[config.mk]
export PLATFORM = sky130hd
export DESIGN_NAME = div_seq_flat
export DESIGN_NICKNAME = d
export VERILOG_FILES = /design/src/rtl/div_seq_if.sv /design/src/rtl/div_seq.sv /design/src/flat_wrapper.sv
export SDC_FILE = /design/constraint.sdc
export NUM_CORES = 1
export LEC_CHECK = 0
export BUFFER_PORTS_ARGS = -buffer_cell sky130_fd_sc_hd__buf_4
export CAP_MARGIN = 20
export CELL_PAD_IN_SITES_DETAIL_PLACEMENT = 2
export CELL_PAD_IN_SITES_GLOBAL_PLACEMENT = 2
export CORE_UTILIZATION = 37
export CTS_BUF_LIST = sky130_fd_sc_hd__clkbuf_16
export DETAILED_ROUTE_END_ITERATION = 10
export PLACE_DENSITY = 0.89
export SYNTH_ARGS = -nofsm -noshare
export SYNTH_HDL_FRONTEND = slang
export SYNTH_SLANG_ARGS = --single-unit
export TNS_END_PERCENT = 5
[constraint.sdc]
create_clock -name clk -period 11.03 [get_ports clk]
set_input_delay 2.206 -clock clk [delete_from_list [all_inputs] [get_ports clk]]
set_output_delay 2.206 -clock clk [all_outputs]
set_load 0.05 [all_outputs]
[src/rtl/div_seq_if.sv]
// div_seq_if: EX-stage <-> divide sequencer bundle.
// Master drives the request, slave returns the result.
interface div_seq_if #(
  parameter int WIDTH = 32
);
  logic               start_i;
  logic               annul_i;
  logic               signed_div_i;
  logic [WIDTH-1:0]   opdata1_i;
  logic [WIDTH-1:0]   opdata2_i;
  logic [2*WIDTH-1:0] result_o;
  logic               ready_o;
  logic               stallreq_o;

  modport master (
    output start_i, annul_i, signed_div_i,
    output opdata1_i, opdata2_i,
    input  result_o, ready_o, stallreq_o
  );

  modport slave (
    input  start_i, annul_i, signed_div_i,
    input  opdata1_i, opdata2_i,
    output result_o, ready_o, stallreq_o
  );
endinterface

[src/rtl/div_seq.sv]
// div_seq: multi-cycle restoring divider for DIV/DIVU.
// Returns {remainder, quotient}; stalls EX while busy.
module div_seq #(
  parameter int WIDTH = 32
) (
  input logic       clk,
  input logic       rst,
  div_seq_if.slave  bus
);
  localparam int CW = $clog2(WIDTH + 1);

  typedef enum logic [1:0] {
    S_FREE,
    S_BY_ZERO,
    S_ON,
    S_END
  } state_e;

  state_e             state_q, state_d;
  logic [CW-1:0]      cnt_q, cnt_d;
  logic [2*WIDTH-1:0] work_q, work_d;
  logic [WIDTH-1:0]   dvsr_q, dvsr_d;
  logic               sgn1_q, sgn1_d;
  logic               sgn2_q, sgn2_d;
  logic [2*WIDTH-1:0] result_q, result_d;
  logic               ready_q, ready_d;

  logic               accept;
  logic [WIDTH-1:0]   op1_abs, op2_abs;
  logic [WIDTH:0]     part;
  logic [WIDTH+1:0]   diff;
  logic [2*WIDTH-1:0] step_w;
  logic [WIDTH-1:0]   quo_fix, rem_fix;

  assign accept  = bus.start_i & ~bus.annul_i;
  assign op1_abs = (bus.signed_div_i & bus.opdata1_i[WIDTH-1])
                 ? -bus.opdata1_i : bus.opdata1_i;
  assign op2_abs = (bus.signed_div_i & bus.opdata2_i[WIDTH-1])
                 ? -bus.opdata2_i : bus.opdata2_i;

  // Partial remainder keeps the bit shifted out of rem so no
  // information is lost for divisors with the top bit set.
  assign part   = work_q[2*WIDTH-1:WIDTH-1];
  assign diff   = {1'b0, part} - {2'b00, dvsr_q};
  assign step_w = diff[WIDTH+1]
                ? {part[WIDTH-1:0], work_q[WIDTH-2:0], 1'b0}
                : {diff[WIDTH-1:0], work_q[WIDTH-2:0], 1'b1};

  assign quo_fix = (sgn1_q ^ sgn2_q) ? -step_w[WIDTH-1:0]
                                     : step_w[WIDTH-1:0];
  assign rem_fix = sgn1_q ? -step_w[2*WIDTH-1:WIDTH]
                          : step_w[2*WIDTH-1:WIDTH];

  assign bus.result_o   = result_q;
  assign bus.ready_o    = ready_q;
  assign bus.stallreq_o = bus.start_i & ~bus.annul_i & ~ready_q;

  // State and datapath registers with synchronous reset.
  always_ff @(posedge clk) begin
    if (rst) begin
      state_q  <= S_FREE;
      cnt_q    <= '0;
      work_q   <= '0;
      dvsr_q   <= '0;
      sgn1_q   <= 1'b0;
      sgn2_q   <= 1'b0;
      result_q <= '0;
      ready_q  <= 1'b0;
    end else begin
      state_q  <= state_d;
      cnt_q    <= cnt_d;
      work_q   <= work_d;
      dvsr_q   <= dvsr_d;
      sgn1_q   <= sgn1_d;
      sgn2_q   <= sgn2_d;
      result_q <= result_d;
      ready_q  <= ready_d;
    end
  end

  // Next-state selection.
  always_comb begin
    state_d = state_q;
    unique case (state_q)
      S_FREE: begin
        if (accept) begin
          state_d = (bus.opdata2_i == '0) ? S_BY_ZERO : S_ON;
        end
      end
      S_BY_ZERO: state_d = S_END;
      S_ON: begin
        if (bus.annul_i) begin
          state_d = S_FREE;
        end else if (cnt_q == CW'(WIDTH - 1)) begin
          state_d = S_END;
        end
      end
      S_END: begin
        if (ready_q && !bus.start_i) begin
          state_d = S_FREE;
        end
      end
      default: state_d = S_FREE;
    endcase
  end

  // Datapath and output register updates per state.
  always_comb begin
    cnt_d    = cnt_q;
    work_d   = work_q;
    dvsr_d   = dvsr_q;
    sgn1_d   = sgn1_q;
    sgn2_d   = sgn2_q;
    result_d = result_q;
    ready_d  = ready_q;
    unique case (state_q)
      S_FREE: begin
        ready_d  = 1'b0;
        result_d = '0;
        if (accept && (bus.opdata2_i != '0)) begin
          dvsr_d = op2_abs;
          work_d = {{WIDTH{1'b0}}, op1_abs};
          cnt_d  = '0;
          sgn1_d = bus.signed_div_i & bus.opdata1_i[WIDTH-1];
          sgn2_d = bus.signed_div_i & bus.opdata2_i[WIDTH-1];
        end
      end
      S_BY_ZERO: begin
        ready_d  = 1'b0;
        result_d = '0;
      end
      S_ON: begin
        if (bus.annul_i) begin
          ready_d  = 1'b0;
          result_d = '0;
          cnt_d    = '0;
        end else begin
          work_d = step_w;
          cnt_d  = cnt_q + CW'(1);
          if (cnt_q == CW'(WIDTH - 1)) begin
            result_d = {rem_fix, quo_fix};
          end
        end
      end
      S_END: begin
        if (!ready_q) begin
          ready_d = 1'b1;
        end else if (!bus.start_i) begin
          ready_d  = 1'b0;
          result_d = '0;
        end
      end
      default: begin
        ready_d  = 1'b0;
        result_d = '0;
      end
    endcase
  end
endmodule

[src/flat_wrapper.sv]
// flat-port wrapper written by rule: the top's interface ports become plain ports
module div_seq_flat 
#(
  parameter int WIDTH = 32
)
  (clk, rst, bus_start_i, bus_annul_i, bus_signed_div_i, bus_opdata1_i, bus_opdata2_i, bus_result_o, bus_ready_o, bus_stallreq_o);
  div_seq_if #(.WIDTH(WIDTH)) bus_i ();
  input logic clk;
  input logic rst;
  input wire logic [$bits(bus_i.start_i)-1:0] bus_start_i;
  input wire logic [$bits(bus_i.annul_i)-1:0] bus_annul_i;
  input wire logic [$bits(bus_i.signed_div_i)-1:0] bus_signed_div_i;
  input wire logic [$bits(bus_i.opdata1_i)-1:0] bus_opdata1_i;
  input wire logic [$bits(bus_i.opdata2_i)-1:0] bus_opdata2_i;
  output wire logic [$bits(bus_i.result_o)-1:0] bus_result_o;
  output wire logic [$bits(bus_i.ready_o)-1:0] bus_ready_o;
  output wire logic [$bits(bus_i.stallreq_o)-1:0] bus_stallreq_o;
  assign bus_i.start_i = bus_start_i;
  assign bus_i.annul_i = bus_annul_i;
  assign bus_i.signed_div_i = bus_signed_div_i;
  assign bus_i.opdata1_i = bus_opdata1_i;
  assign bus_i.opdata2_i = bus_opdata2_i;
  assign bus_result_o = bus_i.result_o;
  assign bus_ready_o = bus_i.ready_o;
  assign bus_stallreq_o = bus_i.stallreq_o;
  div_seq #(.WIDTH(WIDTH)) u_core (.clk(clk), .rst(rst), .bus(bus_i));
endmodule
After elaboration in Yosys (flattened, before gate mapping)
Index checks and enable logic that the tools add are counted.

Output and inout bits: 66. Memories kept: 0. RAM bits: 0. Register bits: 171. Memory bits (read-only): 0. Bits in latches: 0. Bits of input ports: 69.

Reduce and logical (&&, ||, !) cells: 13. Shift-type cells: 0. $add $sub $neg: 6. Div/mod/pow operators: 0. Muxes and demuxes: 26. Order comparisons: 0. Multipliers: 0. Equal/unequal tests: 12. Bitwise operators: 7.

Operator list (number): $mux W64 (7); $pmux W64 S3 (1); $mux W32 (4); $neg A32 Y32 (4); $pmux W64 S2 (1); $sub A33 B32 Y34 (1); $logic_not A32 Y1 (1); $reduce_bool A32 Y1 (1); $mux W6 (2); $pmux W6 S2 (1); $mux W2 (5); $reduce_and A3 Y1 (3); $ne A2 B1 Y1 const B (4); $pmux W2 S4 (1); $add A6 B1 Y6 const B (1); $eq A6 B5 Y1 const B (1); $ne A2 B2 Y1 const B (3); $and A1 B1 Y1 (4); $eq A2 B2 Y1 const B (2); $reduce_and A2 Y1 (2); $mux W1 (3); $ne A3 B2 Y1 const B (1); $pmux W1 S3 (1); $eq A2 B1 Y1 const B (1); 7 further kinds (9).

Longest topological paths before layout
Word-level depth: 7. Mapped depth: 22. Mapped depth without buffers: 18.

Least setup slack after synthesis
No wires, ideal clock.

Path type: input to output. Start point: input bus_annul_i. End point: output bus_stallreq_o. Slack: 5.819 ns. Arrival time: 3.005 ns. Stages: 2. Data required time: 8.824 ns. Path buffers: 0. Cells stage by stage: nand2b_1 nor2_1.

Word-level cells in the longest chain between the ends: 3.

Ends and longest elaborated chain: start: declaration (line flat_wrapper.sv:11) `input wire logic [$bits(bus_i.annul_i)-1:0] bus_annul_i;`; $not A1 Y1 (line div_seq.sv:56) `assign bus.stallreq_o = bus.start_i & ~bus.annul_i & ~ready_q;`; $and A1 B1 Y1 (2 in a row) (line div_seq.sv:56); end: declaration (line flat_wrapper.sv:17) `output wire logic [$bits(bus_i.stallreq_o)-1:0] bus_stallreq_o;`.

No other way between the ends.

Worst setup path after layout
Start point: input bus_opdata2_i[3]. End point: register u_core.work_q[22].

Word-level cells in the longest chain between the ends: 4.

Ends and longest elaborated chain: start: declaration (line flat_wrapper.sv:14) `input wire logic [$bits(bus_i.opdata2_i)-1:0] bus_opdata2_i;`; $reduce_bool A32 Y1 (line div_seq.sv:120) `if (accept && (bus.opdata2_i != '0)) begin`; $logic_and A1 B1 Y1 (line div_seq.sv:120); $ne A2 B1 Y1 (no source line); $reduce_and A3 Y1 (no source line); end signal: assignment (line div_seq.sv:72) `work_q <= work_d;`; end: declaration (line div_seq.sv:21) `logic [2*WIDTH-1:0] work_q, work_d;`.

No other way between the ends. A chain may end at the register's enable or synchronous reset.

==> out/qor.yml <==
run_status:
  status: "finished, violations left"
  violations: "DRC"
global_route:
  grt_pass1_wl_microns: 78700
  grt_use_total_pct: 32.3
  gr-total-overflow: 0
  grt_max_degree: 101
  grt_pass1_vias: 13400
  antenna_found_initial: 0
pwr:
  total_power_mw: 1.86
  leakagePower_nw: 5.39
  irDropWorstVdd_v: 0.000118
  pwr_density_cell_nw_per_um2: 139
cells_and_area:
  nets: 1716
  fin_cells: 2017
  n_antenna_cell: 0
  postLayoutCoreUtil_pct: 43.5
  drive_above_1_share_pct: 13.1
  syn2layout_area_growth_pct: 15.3
  fillCellCount: 3572
  stdcell_area_sq_um: 13400
synth:
  yosysMostFrequentCell: "nor2_1"
  yosysSeqAreaShare_pct: 29.5
  syn-instance-count: 1535
  synth_edf_count: 0
  yosys_warnings: 0
  ys_ff_latch: 171
  synth_area_leaders: "dfxtp_1 30%, nor2_1 8.7%, xnor2_1 6.0%, a21oi_1 4.6%, xor2_1 4.5%"
  syn_nets: 1642
  async_flop_share_pct: 0
  avgSynthCellArea_sq_um: 7.56
  synth_top_cells_by_count: "268 x nor2_1, 171 x dfxtp_1, 121 x nand2_1, 106 x a21oi_1, 79 x xnor2_1"
  ys.flop_type: "dfxtp_1"
  ys_types: 89
  synth_top_area_share_pct: 29.5
  synth_largest_area_cell: "dfxtp_1"
  syn-cell-area_sq_um: 11600
sta:
  tns_ns: 0
  slew_viol_final: 0
  setup_viol: 0
  hold_violations: 0
  holdWs_ns: 0.478
  period_needed_ns: 6.00
  rsz0062_at_grt: "false"
  finalCritPeriodShare_pct: 54.4
  fmax_mhz: 167
  maxSlewHeadroom_pct: 21.8
  setup_slack_ns: 5.03
  worstMarginPinSlew_ns: 1.17
  fin_skew_ns: 0.0185
hold_path:
  whs_path_depth: 2
  min_from: "u_core.bus.result_o[44]$_SDFFE_PP0P_"
  hold_end: "u_core.bus.result_o[44]$_SDFFE_PP0P_"
  hold_class: "flip-flop to flip-flop"
setup_path:
  cpPeakStageDelay_ns: 0.78
  slowest_stage: "nand2_1"
  critical_path_buf_inv_count: 1
  path_max_fanout: 60
  crit_type: "input pin to flip-flop"
  crit_path_start_kind: "input pin"
  crit_path_cell_trace: "buf_4 -> or3_1 -> nor4_2 -> and2_1 -> and3_1 -> nand2_1 -> or3_1 -> nand2_1 -> or2_4 -> nand2_1 -> o22ai_1 -> nor3_1"
  critPathRequiredTime_ns: 11.33
  r2r_start: "u_core.work_q[37]$_SDFFE_PP0P_"
  r2r_slack_ns: 5.36
  cp-startpoint: "bus_opdata2_i[3]"
  reg2reg_to: "u_core.bus.result_o[28]$_SDFFE_PP0P_"
  rr_worst_depth: 16
  critPathTopFamily: "simple AND/OR/NAND/NOR gates"
  crit_top_cell: "nand2_1"
  critPathArrivalTime_ns: 6.29
  critPathCaptureType: "flip-flop"
floorplan:
  dieArea_sq_um: 32100
  fp-row-count: 64
  core-area_sq_um: 30700
  die_w_microns: 179
  io_pins: 135
  initial_core_util_pct: 37.7
  die_h_microns: 179
placement:
  dpl_cell_area_sq_um: 12800
  io_buffers: 134
  gp_congestion: 0.928
  dp_slack_ns: 4.71
  dpl.hpwl_microns: 35500
  placed_cells: 1984
route:
  route.detailed.wl_per_inst_microns: 25.4
  first_iter_violations: 803
  via_per_inst: 6.18
  vias: 12500
  ant_nets: 0
  drt-pass1-iter-count: 8
  drc_errors: 16
  wirelength_microns: 51200
clock_tree:
  cts_tree: "built"
  cts-hold-fix-buffers: 0
  post-cts-setup-buffer-count: 0
  clk_pin_slew_worst_paths_ns: 0.07
  cts_root_buf: "clkbuf_16"
  cts_buffers: 17
  insertion_delay_ns: 0.47
  ctsHtreeMaxLevel: 4
  clock-sinks: 171
  cts_buffer_depth: 2
  cts_resized: 0
flow_run:
  maxCapViolations: 0
## metal layers
layer	global-route usage, %	vias up	wire (microns)
met3	5.11	84	2430
li1	-	5649	-
met2	55.0	362	25000
met5	0	-	0
met4	11.4	0	1350
met1	40.9	6362	22400
## layout by cell type, fill, tap and decap left out, types with 5 or more instances in the layout
master     Yosys  final
a2111oi_0     18     18
a211oi_1      35     35
a21o_1        10     10
a21oi_1      106    106
a22o_1        17     17
a22oi_1       37     37
a31oi_1       36     36
and2_1        12     12
and3_1         8      8
buf_4          7    145
clkbuf_16      0     17
dfxtp_1      171    171
ha_1          37     37
inv_1         60     63
mux2i_1       18     18
nand2_1      121    121
nand2b_1      14     14
nand3_1       31     31
nand3b_1       6      6
nand4_1       11     11
nor2_1       268    267
nor3_1        51     50
nor4_1        17     17
o21a_1         6      6
o21ai_0       57     57
o22ai_1       14     14
o31a_1         5      5
o31ai_1       13     13
o41ai_1        7      7
or3_1         15     15
or4_1          9      9
xnor2_1       79     79
xor2_1        59     59
## how the worst max path moves through the flow
stage	to	cells past startpoint	slack (ns)
after floorplan	bus_stallreq_o	2	5.82
after global placement	u_core.work_q[18]$_SDFFE_PP0P_	12	4.90
after detailed placement	u_core.work_q[18]$_SDFFE_PP0P_	12	4.71
after CTS	u_core.work_q[22]$_SDFFE_PP0P_	12	5.09
after global routing	u_core.work_q[22]$_SDFFE_PP0P_	12	4.75
final	u_core.work_q[22]$_SDFFE_PP0P_	12	5.03
## power by group
part           leakage (nW)  internal, mW  switching, mW
logic                  3.73         0.185          0.376
registers              1.39         0.643         0.0412
clock network         0.274         0.329          0.290
total                  5.39          1.16          0.707
## worst reg2reg max path, cell delays in order (launching register included)
cell and delay, ns:
dfxtp_1 0.47, ha_1 0.39, a21oi_1 0.32, o21ai_2 0.14
a221oi_2 0.45, a311o_2 0.33, nand2_8 0.27, inv_4 0.46
ha_1 0.36, inv_1 0.09, nor4_1 0.73, a21oi_1 0.25
nor2_1 0.29, o21ai_1 0.26, or3_1 0.43, a32oi_1 0.23
nor2_1 0.06
## flip-flops by register name (all words and copies together) (netlist names)
register and flops:
u_core.bus.ready_o 1, u_core.bus.result_o 64, u_core.cnt_q 6, u_core.dvsr_q 32, u_core.sgn1_q 1, u_core.sgn2_q 1
u_core.state_q 2, u_core.work_q 64
## cells by family (layout without fill, tap and decap cells)
kind of cell    Yosys count  in the layout  synth area share, %
fa+ha+maj                38             38                 4.16
simple gates            588            588                 23.1
mux                      20             20                 1.75
compound gates          427            427                 25.5
xor+xnor                138            138                 10.4
buf+inv                 153            239                 5.53
flops                   171            171                 29.5
## area by class of cell
| class | count | area [sq um] | share of cell area (%) |
|---|---|---|---|
| inverter | 62 | 235 | 1.76 |
| multi-input combinational | 1211 | 7560 | 56.5 |
| tap | 396 | 495 | 3.71 |
| timing repair buffer | 146 | 1100 | 8.23 |
| sequential | 171 | 3420 | 25.6 |
| clock inverter | 14 | 133 | 0.992 |
| clock buffer | 17 | 425 | 3.18 |
Power figures use the tool's default switching activity.
